==> config.mk <==
export PLATFORM = sky130hd
export DESIGN_NAME = jtsbaskt_romarb
export DESIGN_NICKNAME = d
export VERILOG_FILES = /design/src/rtl/jtsbaskt_romarb.sv
export SDC_FILE = /design/constraint.sdc
export NUM_CORES = 1
export LEC_CHECK = 0
export CAP_MARGIN = 15
export CELL_PAD_IN_SITES_DETAIL_PLACEMENT = 1
export CELL_PAD_IN_SITES_GLOBAL_PLACEMENT = 2
export CORE_UTILIZATION = 45
export DETAILED_ROUTE_END_ITERATION = 6
export DONT_BUFFER_PORTS = 1
export GPL_ROUTABILITY_DRIVEN = 0
export PLACE_DENSITY = 0.82
export SYNTH_ARGS = -nofsm -noshare
export SYNTH_HDL_FRONTEND = slang
export SYNTH_SLANG_ARGS = --single-unit
export TNS_END_PERCENT = 50
==> constraint.sdc <==
create_clock -name clk -period 7.2 [get_ports clk]
set_clock_uncertainty 0.05 [all_clocks]
set_input_delay 0.36 -clock clk [delete_from_list [all_inputs] [get_ports clk]]
set_output_delay 0.36 -clock clk [all_outputs]
set_load 0.02 [all_outputs]
==> src/rtl/jtsbaskt_romarb.sv <==
// Four-way ROM request arbiter with a one-entry tag/data cache per requester.
// Define JTSBASKT_RR_EN for round-robin arbitration; otherwise fixed priority main > sound > PCM > scroll.
module jtsbaskt_romarb #(
  parameter int AW = 22,
  parameter int DW = 8
) (
  input  logic            clk,
  input  logic            rst_n,
  input  logic [3:0]      req_cs,
  input  logic [4*AW-1:0] req_addr,
  output logic [4*DW-1:0] req_data,
  output logic [3:0]      req_ok,
  output logic            rom_cs,
  output logic [AW-1:0]   rom_addr,
  input  logic [DW-1:0]   rom_data,
  input  logic            rom_ok
);

  localparam logic [1:0] ST_IDLE = 2'd0;
  localparam logic [1:0] ST_REQ  = 2'd1;
  localparam logic [1:0] ST_WAIT = 2'd2;

  logic [1:0]           r_state;
  logic [1:0]           r_win;
  logic [3:0]           r_valid;
  logic [3:0][AW-1:0]   r_tag;
  logic [3:0][DW-1:0]   r_data;
  logic [3:0]           w_hit;
  logic [3:0]           w_miss;
  logic [1:0]           w_sel;
  logic                 w_any;

  // Tag compare per requester
  always_comb begin
    w_hit = 4'b0000;
    for (int i = 0; i < 4; i++) begin
      w_hit[i] = r_valid[i] && (r_tag[i] == req_addr[i*AW +: AW]);
    end
  end

  assign req_ok   = req_cs & w_hit;
  assign w_miss   = req_cs & ~w_hit;
  assign req_data = r_data;

`ifdef JTSBASKT_RR_EN
  logic [1:0] r_ptr;
  logic [1:0] w_idx;

  // Round-robin pick: descending scan so the slot right after r_ptr wins
  always_comb begin
    w_sel = 2'd0;
    w_idx = 2'd0;
    w_any = |w_miss;
    for (int k = 4; k >= 1; k--) begin
      w_idx = r_ptr + 2'(k);
      w_sel = w_miss[w_idx] ? w_idx : w_sel;
    end
  end

  // Pointer tracks the most recent grant
  always_ff @(posedge clk or negedge rst_n) begin
    if (!rst_n) begin
      r_ptr <= 2'd3;
    end else if (r_state == ST_IDLE && w_any) begin
      r_ptr <= w_sel;
    end else begin
      r_ptr <= r_ptr;
    end
  end
`else
  // Fixed-priority pick: lowest index wins
  always_comb begin
    w_sel = 2'd0;
    w_any = |w_miss;
    for (int k = 3; k >= 0; k--) begin
      w_sel = w_miss[k] ? 2'(k) : w_sel;
    end
  end
`endif

  // Transaction FSM and cache fill
  always_ff @(posedge clk or negedge rst_n) begin
    if (!rst_n) begin
      r_state  <= ST_IDLE;
      r_win    <= 2'd0;
      rom_cs   <= 1'b0;
      rom_addr <= '0;
      r_valid  <= 4'b0000;
      r_tag    <= '0;
      r_data   <= '0;
    end else begin
      case (r_state)
        ST_IDLE: begin
          if (w_any) begin
            rom_cs   <= 1'b1;
            rom_addr <= req_addr[w_sel*AW +: AW];
            r_win    <= w_sel;
            r_state  <= ST_REQ;
          end else begin
            rom_cs   <= 1'b0;
          end
        end
        // rom_ok may still be high from the previous access, so it is ignored here
        ST_REQ: r_state <= ST_WAIT;
        ST_WAIT: begin
          if (rom_ok) begin
            r_data[r_win]  <= rom_data;
            r_tag[r_win]   <= rom_addr;
            r_valid[r_win] <= 1'b1;
            rom_cs         <= 1'b0;
            r_state        <= ST_IDLE;
          end else begin
            rom_cs         <= 1'b1;
          end
        end
        default: begin
          rom_cs  <= 1'b0;
          r_state <= ST_IDLE;
        end
      endcase
    end
  end

endmodule

==> metrics.log <==
INFO  metric final-instance-count-excl-fill = around 860
INFO  metric synth_top_area_cell = sky130_fd_sc_hd__dfrtp_1
INFO  metric netlist.area_leader.share = 50.1%
INFO  metric num-nets-final = roughly 740
INFO  metric core_region_area = 16100 µm²
INFO  metric async_flop_share = between 90% and 100%
INFO  metric max-vdd-ir-drop = 200 µV
INFO  metric cpMaxStageDelayCell = sky130_fd_sc_hd__a21oi_4
INFO  metric worst_pin_slew = 1.06 ns
INFO  metric globalRouteOverflowTotal = 0
INFO  metric postRouteAntennaNets = 0
INFO  metric ys_top_cells_by_area = sky130_fd_sc_hd__dfrtp_1, sky130_fd_sc_hd__mux2_2, sky130_fd_sc_hd__xnor2_1
INFO  metric synth.yosys.seq_area_share = between 50% and 60%
INFO  metric setup.worst_path.class = reg2reg
INFO  metric fillCellCount = about 1700
INFO  metric vias = 5031
INFO  metric crit_path_start_kind = flip-flop
INFO  metric grt_first_pass_wirelength = 34700 µm
INFO  metric maxClockFrequency = 0.309 GHz
INFO  metric ys_ff_latch = ~150
INFO  metric layout_worst_path_cycle_share = 44.9%
INFO  metric timing.final.crit_period = 3.23 ns
INFO  metric final-setup-viol-count = 0
INFO  metric postSynthNetCount = 741
INFO  metric synthesis.area_per_instance = between 10 and 15 µm²
INFO  metric ctsRootBufferMaster = sky130_fd_sc_hd__clkbuf_16
INFO  metric timing_max_transition_violations_final = 0
INFO  metric power_density = approximately 430 nW/µm²
INFO  metric postCtsSetupRepairBufs = 0
INFO  metric chipWidth = 131 µm
INFO  metric vias_in_the_first_global_route = around 5500
INFO  metric crit_chain = xnor2_1 -> nand4_1 -> nor4_4 -> a31oi_2 -> buf_4 -> a21oi_4 -> mux2_2 -> a221o_1
INFO  metric fin_tns_setup = 0 ns
INFO  metric hold_violations = 0
INFO  metric most_numerous_cell_in_the_yosys_netlist = sky130_fd_sc_hd__dfrtp_1
INFO  metric cts_made_buffers = 17
INFO  metric cts_tree = yes
INFO  metric globalRouteTotalUtil = 27.4%
INFO  metric path_max_fanout = 33
INFO  metric layout-drive-gt1-share = 27.2%
INFO  metric maxSlewHeadroom = 29.5%
INFO  metric dp.final_hpwl = between 15000 and 20000 µm
INFO  metric dr.pass1.iters = 4
INFO  metric syn-instance-count = 638
INFO  metric run_status = complete, no violations
INFO  metric edff_count_synth = 0
INFO  metric cts.path.max_buffers = 2
INFO  metric htree_levels = 4
INFO  metric synthesis.area = roughly 7500 µm²
INFO  metric grt_max_degree = 152
INFO  metric wl = 22800 µm
INFO  metric max_stage_delay = 0.81 ns
INFO  metric n_antenna_cell = 0
INFO  metric initial_utilization = a little under half
INFO  metric clkTransAtPathRegs = 0.06 ns
INFO  metric top_level_ports = approximately 160
INFO  metric drt_drc_violations_left = 0
INFO  metric synth.lib_cells_used.distinct = 48
INFO  metric tritoncts_num_sinks = 151
INFO  metric dp.cells = 828
INFO  metric die_height = between 100 and 150 µm
INFO  metric postSynth.topFlopCell = sky130_fd_sc_hd__dfrtp_1
INFO  metric max_cap_violations = 0
INFO  metric routed_via_density = 5.84
INFO  metric static_power_due_to_leakage = between 3 and 4 nW
INFO  metric die-area = ~17000 µm²
INFO  metric netlist_top_cells_count = sky130_fd_sc_hd__dfrtp_1, sky130_fd_sc_hd__mux2_2, sky130_fd_sc_hd__xnor2_1, sky130_fd_sc_hd__nand2_1, sky130_fd_sc_hd__o21ai_0
INFO  metric detail_route.wl_per_cell = 26.4 µm
INFO  metric numPortBuffers = 0
INFO  metric antenna_found_initial = 2
INFO  metric worstPathArrival = 3.50 ns
INFO  metric unrepaired_setup_endpoints_after_global_routing = no
INFO  metric worst_ep_required_time = ~7.5 ns
INFO  metric yosysWarnings = 0
INFO  metric worstHoldPathType = in2reg
INFO  metric rows = 46
INFO  metric synthToLayoutAreaGrowth = 10.7%
INFO  metric drt_iter0_markers = 276
INFO  metric endpoint_class_of_the_critical_path = flip-flop
INFO  metric clk-insertion-delay-late = 0.43 ns
metal layers:
| metal | wire length (µm) | vias up | part of all wire [%] | global-route usage, % |
|---|---|---|---|---|
| met5 | 0 | - | 0 | 0 |
| met4 | 309 | 0 | 1.4 | 6.91 |
| met3 | 2000 | 22 | 8.8 | 9.38 |
| met2 | 11000 | 145 | 48 | 44.0 |
| met1 | 9440 | 2612 | 41 | 35.3 |
| li1 | - | 2252 | - | - |
registers in the layout, summed over array words and instances (netlist names):
register  count
r_tag        88
req_data     32
rom_addr     22
r_valid       4
r_state       2
r_win         2
rom_cs        1
what timing repair did:
action	in CTS	in global routing
hold buffers	2	0
gates resized for setup	0	0
hold endpoints to repair	151	0
kinds of logic after synthesis:
logic type | after synthesis | synth area share (%)
simple gates | 137 | 10.0
mux | 104 | 15.7
buf+inv | 48 | 2.92
flops | 151 | 50.1
xor+xnor | 88 | 10.2
compound gates | 110 | 11.0
per-stage QoR:
stage | cell area (µm²) | setup WS, ns | util, % | hold WS [ns] | total power, W
6_report | 8350 | 3.97 | 51.8 | 0.00860 | 0.00361
5_1_grt | 8350 | 3.79 | 51.8 | 0.0106 | 0.00379
4_1_cts | 8350 | 3.95 | 51.8 | 0.00120 | 0.00363
3_5_place_dp | 7730 | 3.99 | 48.0 | 0.0211 | 0.00272
3_3_place_gp | 7730 | 4.07 | 48.0 | 0.0196 | 0.00264
2_1_floorplan | 7540 | 4.91 | - | 0.0144 | 0.00237
power by group:
| group | leakage [nW] | switching (W) | internal (W) |
|---|---|---|---|
| Sequential | 1.89 | 0.000532 | 0.00121 |
| Clock | 0.284 | 0.000373 | 0.000511 |
| Combinational | 1.34 | 0.000487 | 0.000497 |
| Total | 3.52 | 0.00139 | 0.00222 |
worst max-delay path, delay by kind of cell, from the launching register on:
kind                      cells  cell delay [ns]
AOI/OAI and AO/OA             3             1.23
and+or+nand+nor               2             0.59
muxes                         1             0.42
DFF                           1             0.39
buffers and inverters         1             0.23
xor gates and xnor gates      1             0.18
final timing paths:
check                        startpoint           end  slack [ns]  depth (start not counted)
max in group asynchronous         rst_n     r_tag[60]        5.98                          2
min in group asynchronous         rst_n    r_state[1]        0.53                          2
min                        req_addr[60]  rom_addr[16]       0.009                          2
max                           r_tag[25]   rom_addr[2]        3.97                          8
max reg2reg                   r_tag[25]   rom_addr[2]        3.97                          8
min reg2reg                  r_valid[2]    r_valid[2]        0.42                          1
cell usage in the layout (no fill, tap or decap), drive strengths merged, types with 3 or more instances in the layout:
master / netlist / final
a221o: 8 / 8
nand3: 11 / 11
inv: 15 / 18
or2: 3 / 3
a21boi: 3 / 3
a21oi: 23 / 23
buf: 10 / 8
nor4: 8 / 8
nand2: 50 / 50
dfrtp: 151 / 151
a221oi: 14 / 14
o21ai: 36 / 36
nor2: 7 / 7
or3: 13 / 13
mux2: 104 / 104
o21a: 14 / 14
xor2: 18 / 18
xnor2: 70 / 70
o31ai: 3 / 3
clkbuf: 23 / 17
clkinv: 0 / 8
nand2b: 14 / 14
nand4: 19 / 19
area by class of cell:
| cell class | instances | area [µm²] | area share (%) |
|---|---|---|---|
| multi-input combinational | 439 | 3570 | 42.8 |
| sequential | 151 | 3780 | 45.3 |
| timing repair buffer | 9 | 90.1 | 1.08 |
| clock inverter | 15 | 153 | 1.83 |
| clock buffer | 17 | 425 | 5.10 |
| inverter | 15 | 56.3 | 0.675 |
| tap | 216 | 270 | 3.24 |
Power figures use the tool's default switching activity.
